===== config.mk =====
export PLATFORM = sky130hd
export DESIGN_NAME = cpu_exec_flat
export DESIGN_NICKNAME = d
export VERILOG_FILES = /design/src/rtl/cpu_pkg.sv /design/src/rtl/cpu_exec_if.sv /design/src/rtl/hack_inst_dec.sv /design/src/rtl/cpu_exec.sv /design/src/flat_wrapper.sv
export SDC_FILE = /design/constraint.sdc
export NUM_CORES = 1
export LEC_CHECK = 0
export ABC_AREA = 1
export CORE_MARGIN = 2
export CORE_UTILIZATION = 51
export CTS_BUF_LIST = sky130_fd_sc_hd__clkbuf_2 sky130_fd_sc_hd__clkbuf_4 sky130_fd_sc_hd__clkbuf_8
export DETAILED_ROUTE_END_ITERATION = 6
export PLACE_DENSITY = 0.92
export SETUP_SLACK_MARGIN = 0.5
export SYNTH_ARGS = -nofsm -noshare
export SYNTH_HDL_FRONTEND = slang
export SYNTH_SLANG_ARGS = --single-unit

===== constraint.sdc =====
create_clock -name clk -period 3.9 [get_ports clk]
set_clock_uncertainty 0.15 [all_clocks]
set_input_delay 0.39 -clock clk [delete_from_list [all_inputs] [get_ports clk]]
set_output_delay 0.39 -clock clk [all_outputs]
set_load 0.05 [all_outputs]

===== src/rtl/cpu_pkg.sv =====
// Shared types and bit positions for the Hack CPU execution sequencer.
// States, decoded C-instruction layout and the jump-condition helper.
package cpu_pkg;

  localparam int D_W = 16;

  localparam int CI_BIT   = 15;
  localparam int A_BIT    = 12;
  localparam int COMP_MSB = 11;
  localparam int COMP_LSB = 6;
  localparam int DEST_MSB = 5;
  localparam int DEST_LSB = 3;
  localparam int JMP_MSB  = 2;
  localparam int JMP_LSB  = 0;

  // Indices inside the decoded dest/jmp/comp fields
  localparam int DEST_A = 2;
  localparam int DEST_D = 1;
  localparam int DEST_M = 0;
  localparam int JMP_LT = 2;
  localparam int JMP_EQ = 1;
  localparam int JMP_GT = 0;
  localparam int COMP_F = 1;

  typedef enum logic [1:0] {
    IDLE  = 2'd0,
    ISSUE = 2'd1,
    WAIT  = 2'd2,
    WRITE = 2'd3
  } state_t;

  typedef struct packed {
    logic       a;
    logic [5:0] comp;
    logic [2:0] dest;
    logic [2:0] jmp;
  } cinst_t;

  function automatic logic jump_taken(input logic [2:0] jmp, input logic zr, input logic ng);
    return (jmp[JMP_LT] & ng) | (jmp[JMP_EQ] & zr) | (jmp[JMP_GT] & ~ng & ~zr);
  endfunction

endpackage


===== src/rtl/cpu_exec_if.sv =====
// Bundle of the instruction, ALU, memory-write and branch-report channels.
// slave = view of cpu_exec; master = view of the surrounding system.
interface cpu_exec_if;
  import cpu_pkg::*;

  logic           vld_s, rdy_s;
  logic [D_W-1:0] inst_s, m_s;
  logic           alu_vld_m, alu_rdy_m;
  logic [D_W-1:0] alu_x_m, alu_y_m;
  logic           alu_zx_m, alu_nx_m, alu_zy_m, alu_ny_m, alu_f_m, alu_no_m;
  logic           alu_vld_s, alu_rdy_s;
  logic [D_W-1:0] alu_out_s;
  logic           alu_zr_s, alu_ng_s, alu_of_s;
  logic           wr_vld_m, wr_rdy_m;
  logic [D_W-1:0] wr_addr_m, wr_data_m;
  logic           br_vld_m, br_taken_m;
  logic [D_W-1:0] br_addr_m;
  logic [D_W-1:0] a_m, d_m;
  logic           ovf_m;

  modport slave (
    input  vld_s, inst_s, m_s, alu_rdy_m, alu_vld_s, alu_out_s,
           alu_zr_s, alu_ng_s, alu_of_s, wr_rdy_m,
    output rdy_s, alu_vld_m, alu_x_m, alu_y_m, alu_zx_m, alu_nx_m,
           alu_zy_m, alu_ny_m, alu_f_m, alu_no_m, alu_rdy_s,
           wr_vld_m, wr_addr_m, wr_data_m, br_vld_m, br_taken_m,
           br_addr_m, a_m, d_m, ovf_m
  );

  modport master (
    output vld_s, inst_s, m_s, alu_rdy_m, alu_vld_s, alu_out_s,
           alu_zr_s, alu_ng_s, alu_of_s, wr_rdy_m,
    input  rdy_s, alu_vld_m, alu_x_m, alu_y_m, alu_zx_m, alu_nx_m,
           alu_zy_m, alu_ny_m, alu_f_m, alu_no_m, alu_rdy_s,
           wr_vld_m, wr_addr_m, wr_data_m, br_vld_m, br_taken_m,
           br_addr_m, a_m, d_m, ovf_m
  );

endinterface


===== src/rtl/hack_inst_dec.sv =====
// Combinational Hack instruction decoder; bits 14:13 of a C-instruction
// carry no meaning and are dropped.
module hack_inst_dec
  import cpu_pkg::*;
(
  input  logic [D_W-1:0] i_inst,
  output logic           o_is_c,
  output cinst_t         o_dec
);

  assign o_is_c     = i_inst[CI_BIT];
  assign o_dec.a    = i_inst[A_BIT];
  assign o_dec.comp = i_inst[COMP_MSB:COMP_LSB];
  assign o_dec.dest = i_inst[DEST_MSB:DEST_LSB];
  assign o_dec.jmp  = i_inst[JMP_MSB:JMP_LSB];

endmodule


===== src/rtl/cpu_exec.sv =====
// Hack CPU execution sequencer: holds A/D, issues one ALU op per C-instruction,
// writes back, drives dest-M writes and reports jumps. Optional: ALU_OF_TRAP_EN.
//
// state | meaning
// IDLE  | accept instructions; A-instructions complete here
// ISSUE | operands offered to the ALU; a same-cycle result is taken directly
// WAIT  | operands taken, waiting for the ALU result
// WRITE | memory write of the result to addr_q pending
module cpu_exec
  import cpu_pkg::*;
(
  input logic      clk,
  input logic      rstn,
  cpu_exec_if.slave bus
);

  state_t         r_state, w_state_nxt, w_wb_nxt;
  cinst_t         w_dec, r_dec;
  logic           w_is_c;
  logic [D_W-1:0] r_a, r_d, r_x, r_y, r_addr, r_wdata, r_br_addr;
  logic           r_br_vld, r_br_taken, r_live;
  logic           w_acc, w_res_fire, w_trap;

  hack_inst_dec u_dec (
    .i_inst (bus.inst_s),
    .o_is_c (w_is_c),
    .o_dec  (w_dec)
  );

  assign w_acc      = bus.rdy_s && bus.vld_s;
  assign w_res_fire = bus.alu_vld_s && ((r_state == ISSUE) || (r_state == WAIT));

`ifdef ALU_OF_TRAP_EN
  logic r_ovf;
  logic w_of_hit;

  // The trapping instruction itself is already suppressed
  assign w_of_hit = bus.alu_of_s & r_dec.comp[COMP_F];
  assign w_trap   = r_ovf | w_of_hit;

  always_ff @(posedge clk or negedge rstn) begin
    if (!rstn)                       r_ovf <= 1'b0;
    else if (w_res_fire && w_of_hit) r_ovf <= 1'b1;
  end

  assign bus.ovf_m = r_ovf;
`else
  assign w_trap    = 1'b0;
  assign bus.ovf_m = 1'b0;
`endif

  always_ff @(posedge clk or negedge rstn) begin
    if (!rstn) r_state <= IDLE;
    else       r_state <= w_state_nxt;
  end

  always_comb begin
    w_wb_nxt    = (r_dec.dest[DEST_M] && !w_trap) ? WRITE : IDLE;
    w_state_nxt = r_state;
    case (r_state)
      IDLE:    if (w_acc && w_is_c) w_state_nxt = ISSUE;
      ISSUE: begin
        if (bus.alu_vld_s)      w_state_nxt = w_wb_nxt;
        else if (bus.alu_rdy_m) w_state_nxt = WAIT;
      end
      WAIT:    if (bus.alu_vld_s) w_state_nxt = w_wb_nxt;
      WRITE:   if (bus.wr_rdy_m)  w_state_nxt = IDLE;
      default: w_state_nxt = IDLE;
    endcase
  end

  // Keeps rdy_s low while in reset and for the first cycle after it
  always_ff @(posedge clk or negedge rstn) begin
    if (!rstn) r_live <= 1'b0;
    else       r_live <= 1'b1;
  end

  always_ff @(posedge clk or negedge rstn) begin
    if (!rstn) begin
      r_a        <= '0;
      r_d        <= '0;
      r_x        <= '0;
      r_y        <= '0;
      r_addr     <= '0;
      r_wdata    <= '0;
      r_br_addr  <= '0;
      r_br_vld   <= 1'b0;
      r_br_taken <= 1'b0;
      r_dec      <= '0;
    end else begin
      r_br_vld <= 1'b0;
      if (w_acc) begin
        if (!w_is_c) begin
          r_a <= bus.inst_s;
        end else begin
          r_dec  <= w_dec;
          r_x    <= r_d;
          r_y    <= w_dec.a ? bus.m_s : r_a;
          r_addr <= r_a;
        end
      end
      if (w_res_fire) begin
        if (r_dec.dest[DEST_A] && !w_trap) r_a <= bus.alu_out_s;
        if (r_dec.dest[DEST_D] && !w_trap) r_d <= bus.alu_out_s;
        r_wdata    <= bus.alu_out_s;
        r_br_vld   <= 1'b1;
        r_br_addr  <= r_addr;
        r_br_taken <= !w_trap && jump_taken(r_dec.jmp, bus.alu_zr_s, bus.alu_ng_s);
      end
    end
  end

  assign bus.rdy_s      = (r_state == IDLE) && r_live;
  assign bus.alu_vld_m  = (r_state == ISSUE);
  assign bus.alu_rdy_s  = (r_state == ISSUE) || (r_state == WAIT);
  assign bus.wr_vld_m   = (r_state == WRITE);
  assign bus.alu_x_m    = r_x;
  assign bus.alu_y_m    = r_y;
  assign {bus.alu_zx_m, bus.alu_nx_m, bus.alu_zy_m,
          bus.alu_ny_m, bus.alu_f_m,  bus.alu_no_m} = r_dec.comp;
  assign bus.wr_addr_m  = r_addr;
  assign bus.wr_data_m  = r_wdata;
  assign bus.br_vld_m   = r_br_vld;
  assign bus.br_taken_m = r_br_taken;
  assign bus.br_addr_m  = r_br_addr;
  assign bus.a_m        = r_a;
  assign bus.d_m        = r_d;

endmodule


===== src/flat_wrapper.sv =====
// flat-port wrapper written by rule: the top's interface ports become plain ports
module cpu_exec_flat import cpu_pkg::*;
  (clk, rstn, bus_vld_s, bus_inst_s, bus_m_s, bus_alu_rdy_m, bus_alu_vld_s, bus_alu_out_s, bus_alu_zr_s, bus_alu_ng_s, bus_alu_of_s, bus_wr_rdy_m, bus_rdy_s, bus_alu_vld_m, bus_alu_x_m, bus_alu_y_m, bus_alu_zx_m, bus_alu_nx_m, bus_alu_zy_m, bus_alu_ny_m, bus_alu_f_m, bus_alu_no_m, bus_alu_rdy_s, bus_wr_vld_m, bus_wr_addr_m, bus_wr_data_m, bus_br_vld_m, bus_br_taken_m, bus_br_addr_m, bus_a_m, bus_d_m, bus_ovf_m);
  cpu_exec_if bus_i ();
  input logic clk;
  input logic rstn;
  input wire logic [$bits(bus_i.vld_s)-1:0] bus_vld_s;
  input wire logic [$bits(bus_i.inst_s)-1:0] bus_inst_s;
  input wire logic [$bits(bus_i.m_s)-1:0] bus_m_s;
  input wire logic [$bits(bus_i.alu_rdy_m)-1:0] bus_alu_rdy_m;
  input wire logic [$bits(bus_i.alu_vld_s)-1:0] bus_alu_vld_s;
  input wire logic [$bits(bus_i.alu_out_s)-1:0] bus_alu_out_s;
  input wire logic [$bits(bus_i.alu_zr_s)-1:0] bus_alu_zr_s;
  input wire logic [$bits(bus_i.alu_ng_s)-1:0] bus_alu_ng_s;
  input wire logic [$bits(bus_i.alu_of_s)-1:0] bus_alu_of_s;
  input wire logic [$bits(bus_i.wr_rdy_m)-1:0] bus_wr_rdy_m;
  output wire logic [$bits(bus_i.rdy_s)-1:0] bus_rdy_s;
  output wire logic [$bits(bus_i.alu_vld_m)-1:0] bus_alu_vld_m;
  output wire logic [$bits(bus_i.alu_x_m)-1:0] bus_alu_x_m;
  output wire logic [$bits(bus_i.alu_y_m)-1:0] bus_alu_y_m;
  output wire logic [$bits(bus_i.alu_zx_m)-1:0] bus_alu_zx_m;
  output wire logic [$bits(bus_i.alu_nx_m)-1:0] bus_alu_nx_m;
  output wire logic [$bits(bus_i.alu_zy_m)-1:0] bus_alu_zy_m;
  output wire logic [$bits(bus_i.alu_ny_m)-1:0] bus_alu_ny_m;
  output wire logic [$bits(bus_i.alu_f_m)-1:0] bus_alu_f_m;
  output wire logic [$bits(bus_i.alu_no_m)-1:0] bus_alu_no_m;
  output wire logic [$bits(bus_i.alu_rdy_s)-1:0] bus_alu_rdy_s;
  output wire logic [$bits(bus_i.wr_vld_m)-1:0] bus_wr_vld_m;
  output wire logic [$bits(bus_i.wr_addr_m)-1:0] bus_wr_addr_m;
  output wire logic [$bits(bus_i.wr_data_m)-1:0] bus_wr_data_m;
  output wire logic [$bits(bus_i.br_vld_m)-1:0] bus_br_vld_m;
  output wire logic [$bits(bus_i.br_taken_m)-1:0] bus_br_taken_m;
  output wire logic [$bits(bus_i.br_addr_m)-1:0] bus_br_addr_m;
  output wire logic [$bits(bus_i.a_m)-1:0] bus_a_m;
  output wire logic [$bits(bus_i.d_m)-1:0] bus_d_m;
  output wire logic [$bits(bus_i.ovf_m)-1:0] bus_ovf_m;
  assign bus_i.vld_s = bus_vld_s;
  assign bus_i.inst_s = bus_inst_s;
  assign bus_i.m_s = bus_m_s;
  assign bus_i.alu_rdy_m = bus_alu_rdy_m;
  assign bus_i.alu_vld_s = bus_alu_vld_s;
  assign bus_i.alu_out_s = bus_alu_out_s;
  assign bus_i.alu_zr_s = bus_alu_zr_s;
  assign bus_i.alu_ng_s = bus_alu_ng_s;
  assign bus_i.alu_of_s = bus_alu_of_s;
  assign bus_i.wr_rdy_m = bus_wr_rdy_m;
  assign bus_rdy_s = bus_i.rdy_s;
  assign bus_alu_vld_m = bus_i.alu_vld_m;
  assign bus_alu_x_m = bus_i.alu_x_m;
  assign bus_alu_y_m = bus_i.alu_y_m;
  assign bus_alu_zx_m = bus_i.alu_zx_m;
  assign bus_alu_nx_m = bus_i.alu_nx_m;
  assign bus_alu_zy_m = bus_i.alu_zy_m;
  assign bus_alu_ny_m = bus_i.alu_ny_m;
  assign bus_alu_f_m = bus_i.alu_f_m;
  assign bus_alu_no_m = bus_i.alu_no_m;
  assign bus_alu_rdy_s = bus_i.alu_rdy_s;
  assign bus_wr_vld_m = bus_i.wr_vld_m;
  assign bus_wr_addr_m = bus_i.wr_addr_m;
  assign bus_wr_data_m = bus_i.wr_data_m;
  assign bus_br_vld_m = bus_i.br_vld_m;
  assign bus_br_taken_m = bus_i.br_taken_m;
  assign bus_br_addr_m = bus_i.br_addr_m;
  assign bus_a_m = bus_i.a_m;
  assign bus_d_m = bus_i.d_m;
  assign bus_ovf_m = bus_i.ovf_m;
  cpu_exec u_core (.clk(clk), .rstn(rstn), .bus(bus_i));
endmodule

# After elaboration in Yosys (flattened, before gate mapping)
# Cells that the tools add are included.
[word_totals]
ff_bits = 129
output_inout_bits = 125
word_cells = 51
[op_classes]
n_eq_ne = 7
n_mux = 13
n_bitwise = 8
reduce_logical = 9
[ops]
columns = ["cell", "n"]
rows = [
  ["2-to-1 mux 16 bit", 5],
  ["2-to-1 mux 2 bit", 6],
  ["one-hot mux 2 bit (4 select lines)", 1],
  ["bitwise AND 1 bit", 4],
  ["equality test 2 bit, second input constant", 2],
  ["logical AND 1 bit", 4],
  ["inequality test 2 bit, second input constant", 2],
  ["AND reduction 2 bit", 2],
  ["AND reduction 4 bit", 1],
  ["inequality test 3 bit, second input constant", 1],
  ["equality test 2 x 1 -> 1 bit, second input constant", 1],
  ["logical NOT 2 bit", 1],
  ["inequality test 2 x 1 -> 1 bit, second input constant", 1],
  ["inverter 1 bit", 2],
  ["bitwise OR 1 bit", 2],
  ["logical OR 1 bit", 1],
  ["2-to-1 mux 1 bit", 1],
]

# Depth between registers and ports, before layout
[depth]
word_depth = 6
ltp_mapped = 10
mapped_depth_nobuf = 9

# By module
# From an unflattened synthesis, not the netlist that was laid out.
[hier_totals]
cells_unflattened = 689
area_unflattened_um2 = 5713.0
[modules_own_cells]
columns = ["module", "n_inst", "cells_each", "area_each_um2"]
rows = [
  ["cpu_exec", 1, 675, 5607.9],
  ["hack_inst_dec", 1, 14, 105.1],
]

# Worst setup path after synthesis
# No wires, ideal clock.
[synth_path]
path_type = "flip-flop to flip-flop"
start = "reg u_core.r_state[0]"
end = "reg u_core.r_d[10] (netlist: u_core.bus.d_m[10])"
setup_ns = 0.130
arrival_time_ns = 1.706
required_time_ns = 3.620
slack_ns = 1.914
path_stages_with_launch = 9
n_path_buf = 1
synth_period_minus_slack_ns = 1.986
path_cell_list = "dfrtp_1 inv_1 ha_1 nand2_2 inv_2 nand2_2 buf_2 nand2_1 o21ai_0"
[synth_via]
elab_chain_cells = 4
word_cells_on_any_way = 5
classes_between = "eq/ne: 2; reduce/logical: 3"
[synth_lines]
columns = ["element", "line_no", "source"]
rows = [
  ["start: declaration", "cpu_exec.sv:17", "state_t r_state, w_state_nxt, w_wb_nxt;"],
  ["start signal: assignment", "cpu_exec.sv:54", "else r_state <= w_state_nxt;"],
  ["equality test 2 x 1 -> 1 bit or equality test 2 bit (tied branches)", "--", ""],
  ["logical OR 1 bit (*)", "--", ""],
  ["via bus_alu_rdy_s", "flat_wrapper.sv:27", "output wire logic [$bits(bus_i.alu_rdy_s)-1:0] bus_alu_rdy_s;"],
  ["logical AND 1 bit (*)", "cpu_exec.sv:31", "assign w_res_fire = bus.alu_vld_s && ((r_state == ISSUE) || (r_state == WAIT));"],
  ["AND reduction 2 bit (no line) (*)", "--", ""],
  ["end signal: assignment", "cpu_exec.sv:104", "if (r_dec.dest[DEST_D] && !w_trap) r_d <= bus.alu_out_s;"],
  ["end: declaration", "cpu_exec.sv:20", "logic [D_W-1:0] r_a, r_d, r_x, r_y, r_addr, r_wdata, r_br_addr;"],
]
# The timed path passes the listed nets; every way through them passes the cells marked *.
# A chain may end at the register's enable or synchronous reset.

# Final worst setup path
[layout_path]
start = "reg u_core.r_state[0]"
end = "out bus_rdy_s"
[layout_via]
elab_chain_cells = 2
[layout_lines]
columns = ["element", "line_no", "source"]
rows = [
  ["logical NOT 2 bit", "cpu_exec.sv:113", "assign bus.rdy_s = (r_state == IDLE) && r_live;"],
  ["logical AND 1 bit", "cpu_exec.sv:113", ""],
  ["end: declaration", "flat_wrapper.sv:17", "output wire logic [$bits(bus_i.rdy_s)-1:0] bus_rdy_s;"],
]
# Every way passes these cells.

==> impl_metrics.yaml <==
status:
  outcome: "finished clean"
grt:
  grt_usage_pct: 28.4
  grt_max_degree: 99
  grt_pass1_vias: 5062
  grt_pass1_wl_microns: 25000
  grt-ovfl-total: 0
  antenna_found_initial: 0
layout:
  antenna_cells: 0
  fin_area_sq_mm: 0.00770
  drive_gt1_share_pct: 5.48
  nNetsFinal: 871
  syn_to_final_growth_pct: 42.4
  fillers: 717
worst_setup_path:
  crit_chain: "inv_1, ha_1, nand2_1, inv_2, clkdlybuf4s50_1"
  critPathArrivalTime_ps: 2240
  slowest_stage: "clkdlybuf4s50_1"
  endpoint_kind: "output pin"
  worstSetupPathType: "reg -> out"
  cp_max_fo: 4
  crit_path_start_kind: "flip-flop"
  cp-startpoint: "u_core.r_state[0]"
  crit_path_end: "bus_rdy_s"
  r2r_cells: 7
  r2r_slack_ps: 1210
  r2r-end: "u_core.bus.a_m[2]"
  max_stage_delay_ps: 810
  crit_required_ps: 3360
  rr_startpoint: "u_core.r_state[0]"
yosys:
  synth-seq-cells: 129
  synth_cell_types: 22
  synth_top_area_share_pct: 59.7
  syn_area_per_cell_sq_um: 8.49
  yosys_most_used_dff: "dfrtp_1"
  netlist_area_sq_mm: 0.00541
  yosysMostFrequentCell: "nand2_1"
  synthTopCellsByCount: "nand2_1 (297), dfrtp_1 (129), o21ai_0 (73), inv_1 (59), nand3_1 (22)"
  synthCells: 637
  seq_area_frac_synth_pct: 59.7
  yosys_warnings: 0
  postSynth.asyncResetShare_pct: 100
  synth_top_area_cell: "dfrtp_1"
  synth_fp_nets: 699
  synth-edff-count: 0
  synth_area_leaders: "dfrtp_1 (60%), nand2_1 (21%), o21ai_0 (6.8%)"
sta:
  slew_viol_final: 0
  rsz0062_at_grt: "false"
  setup-violations-final: 0
  tightest_slew_ps: 1090
  fmax_mhz: 359
  finalSetupTns_ps: 0
  slew_headroom_pct: 27.2
  period_needed_ps: 2780
  timing.final.ws_setup_ps: 1120
  hold_viol: 0
  final.period_utilization_pct: 71.4
floorplanning:
  die_y_microns: 107
  initial_core_util_pct: 52.4
  coreArea_sq_mm: 0.0103
  io_pins: 182
  row_count: 37
  die_area_sq_mm: 0.0114
  die_x_microns: 107
min_path:
  hold_class: "reg -> reg"
clocking:
  root_buffer: "clkbuf_8"
  cts_tree: "built"
  clk_pin_slew_ps: 70
  clkSinkCount: 129
  ctsHoldBuffers: 1
  htree_levels: 4
  cts_made_buffers: 17
  post-cts-setup-buffer-count: 0
  cts_buffer_depth: 2
  cts-resized-gates: 0
  clkLatencyLatePin_ps: 430
detailed_routing:
  drt_iter0_drc: 327
  vias: 4962
  ant_nets: 0
  drt_first_pass_iters: 5
  drt-wirelength-per-cell_microns: 16.3
  drc: 0
  routed_via_density: 5.18
  totalWireLength_microns: 15600
placement:
  place.gp.congestion: 0.879
  post_dp_cell_area_sq_mm: 0.00722
  pre_cts_ws_ps: 1180
  io_buffers: 179
  hpwl_microns: 10900
run:
  cap_viol_max_count: 0
[flip-flops by register name, indices dropped and copies added (netlist names)]
signal / flops
u_core.bus.alu_zy_m: 1
u_core.bus.alu_zx_m: 1
u_core.bus.wr_addr_m: 16
u_core.bus.br_taken_m: 1
u_core.bus.wr_data_m: 16
u_core.bus.a_m: 16
u_core.bus.alu_y_m: 16
u_core.bus.alu_f_m: 1
u_core.r_dec: 6
u_core.bus.br_addr_m: 16
u_core.bus.alu_ny_m: 1
u_core.bus.br_vld_m: 1
u_core.r_state: 2
u_core.bus.alu_no_m: 1
u_core.bus.alu_nx_m: 1
u_core.bus.alu_x_m: 16
u_core.r_live: 1
u_core.bus.d_m: 16
[stage by stage]
| step | cells | hold slack (ps) | utilization [%] |
|---|---|---|---|
| 2_1_floorplan | 637 | -55.6 | - |
| 3_3_place_gp | 925 | 311 | 69.9 |
| 3_5_place_dp | 925 | 314 | 69.9 |
| 4_1_cts | 957 | 333 | 74.6 |
| 5_1_grt | 957 | 356 | 74.6 |
| 6_report | 957 | 332 | 74.6 |
[worst min-delay path by stage]
stage                                          end                startpoint  slack (ps)  depth (start not counted)
after detailed placement     u_core.bus.alu_x_m[6]     u_core.bus.alu_x_m[6]         310                          2
after floorplan                  u_core.bus.a_m[0]                      rstn         -60                          0
after CTS                    u_core.bus.alu_x_m[6]     u_core.bus.alu_x_m[6]         330                          2
after global placement    u_core.bus.br_addr_m[10]  u_core.bus.br_addr_m[10]         310                          2
final                          u_core.bus.alu_zx_m       u_core.bus.alu_zx_m         330                          2
after global routing         u_core.bus.alu_x_m[6]     u_core.bus.alu_x_m[6]         360                          2
[critical path, delay by kind of cell (launching register included)]
family                   cells  cell delay [ps]
AND/OR/NAND/NOR              1              100
buffers and inverters        3             1020
adder cells (fa/ha/maj)      1              280
flip-flops                   1              430
[placed cells by master, fill, tap and decap left out]
cell	instances
bufinv_16	5
dlygate4sd3_1	1
clkinvlp_4	2
nand3_2	1
o21ai_0	73
buf_6	1
nand3_1	22
a21oi_1	3
nand4_4	1
conb_1	2
inv_1	59
nand2_1	297
clkinv_2	1
o21ai_1	2
buf_4	3
clkbuf_4	2
nand2_2	3
clkbuf_8	20
inv_2	3
dfrtp_1	129
nor2_2	1
a31oi_1	1
clkinv_4	1
ha_1	5
clkdlybuf4s50_1	178
nor2_1	4
nor2_4	1
[metal layers]
metal  up-vias  share of wire [%]  track usage (%)
li1       2292                  -                -
met1      2411                 38             33.4
met2       221                 52             48.3
met3        38                7.4             8.02
met4         0                3.1             13.2
met5         -                  0                0
[cell families (layout without fill, tap and decap cells)]
logic type / after synthesis / after routing / share of synthesized area, %
compound gates: 79 / 79 / 7.33
fa+ha+maj: 5 / 5 / 1.16
buf+inv: 92 / 276 / 7.52
flops: 129 / 129 / 59.7
other cells: 2 / 2 / 0.139
simple gates: 330 / 330 / 24.2
[final cells by class]
type / instances / area [sq um] / area share [%]
well taps: 136 / 170 / 2.21
multi-input cells: 416 / 1770 / 23.0
flip-flops and latches: 129 / 3230 / 41.9
inverters: 62 / 233 / 3.02
clock inverters: 9 / 179 / 2.32
repair buffers: 183 / 1830 / 23.7
clock buffers: 22 / 290 / 3.77
Power is not shown: default switching activity piles up to over one toggle a cycle in this logic, so the estimate is an artifact.
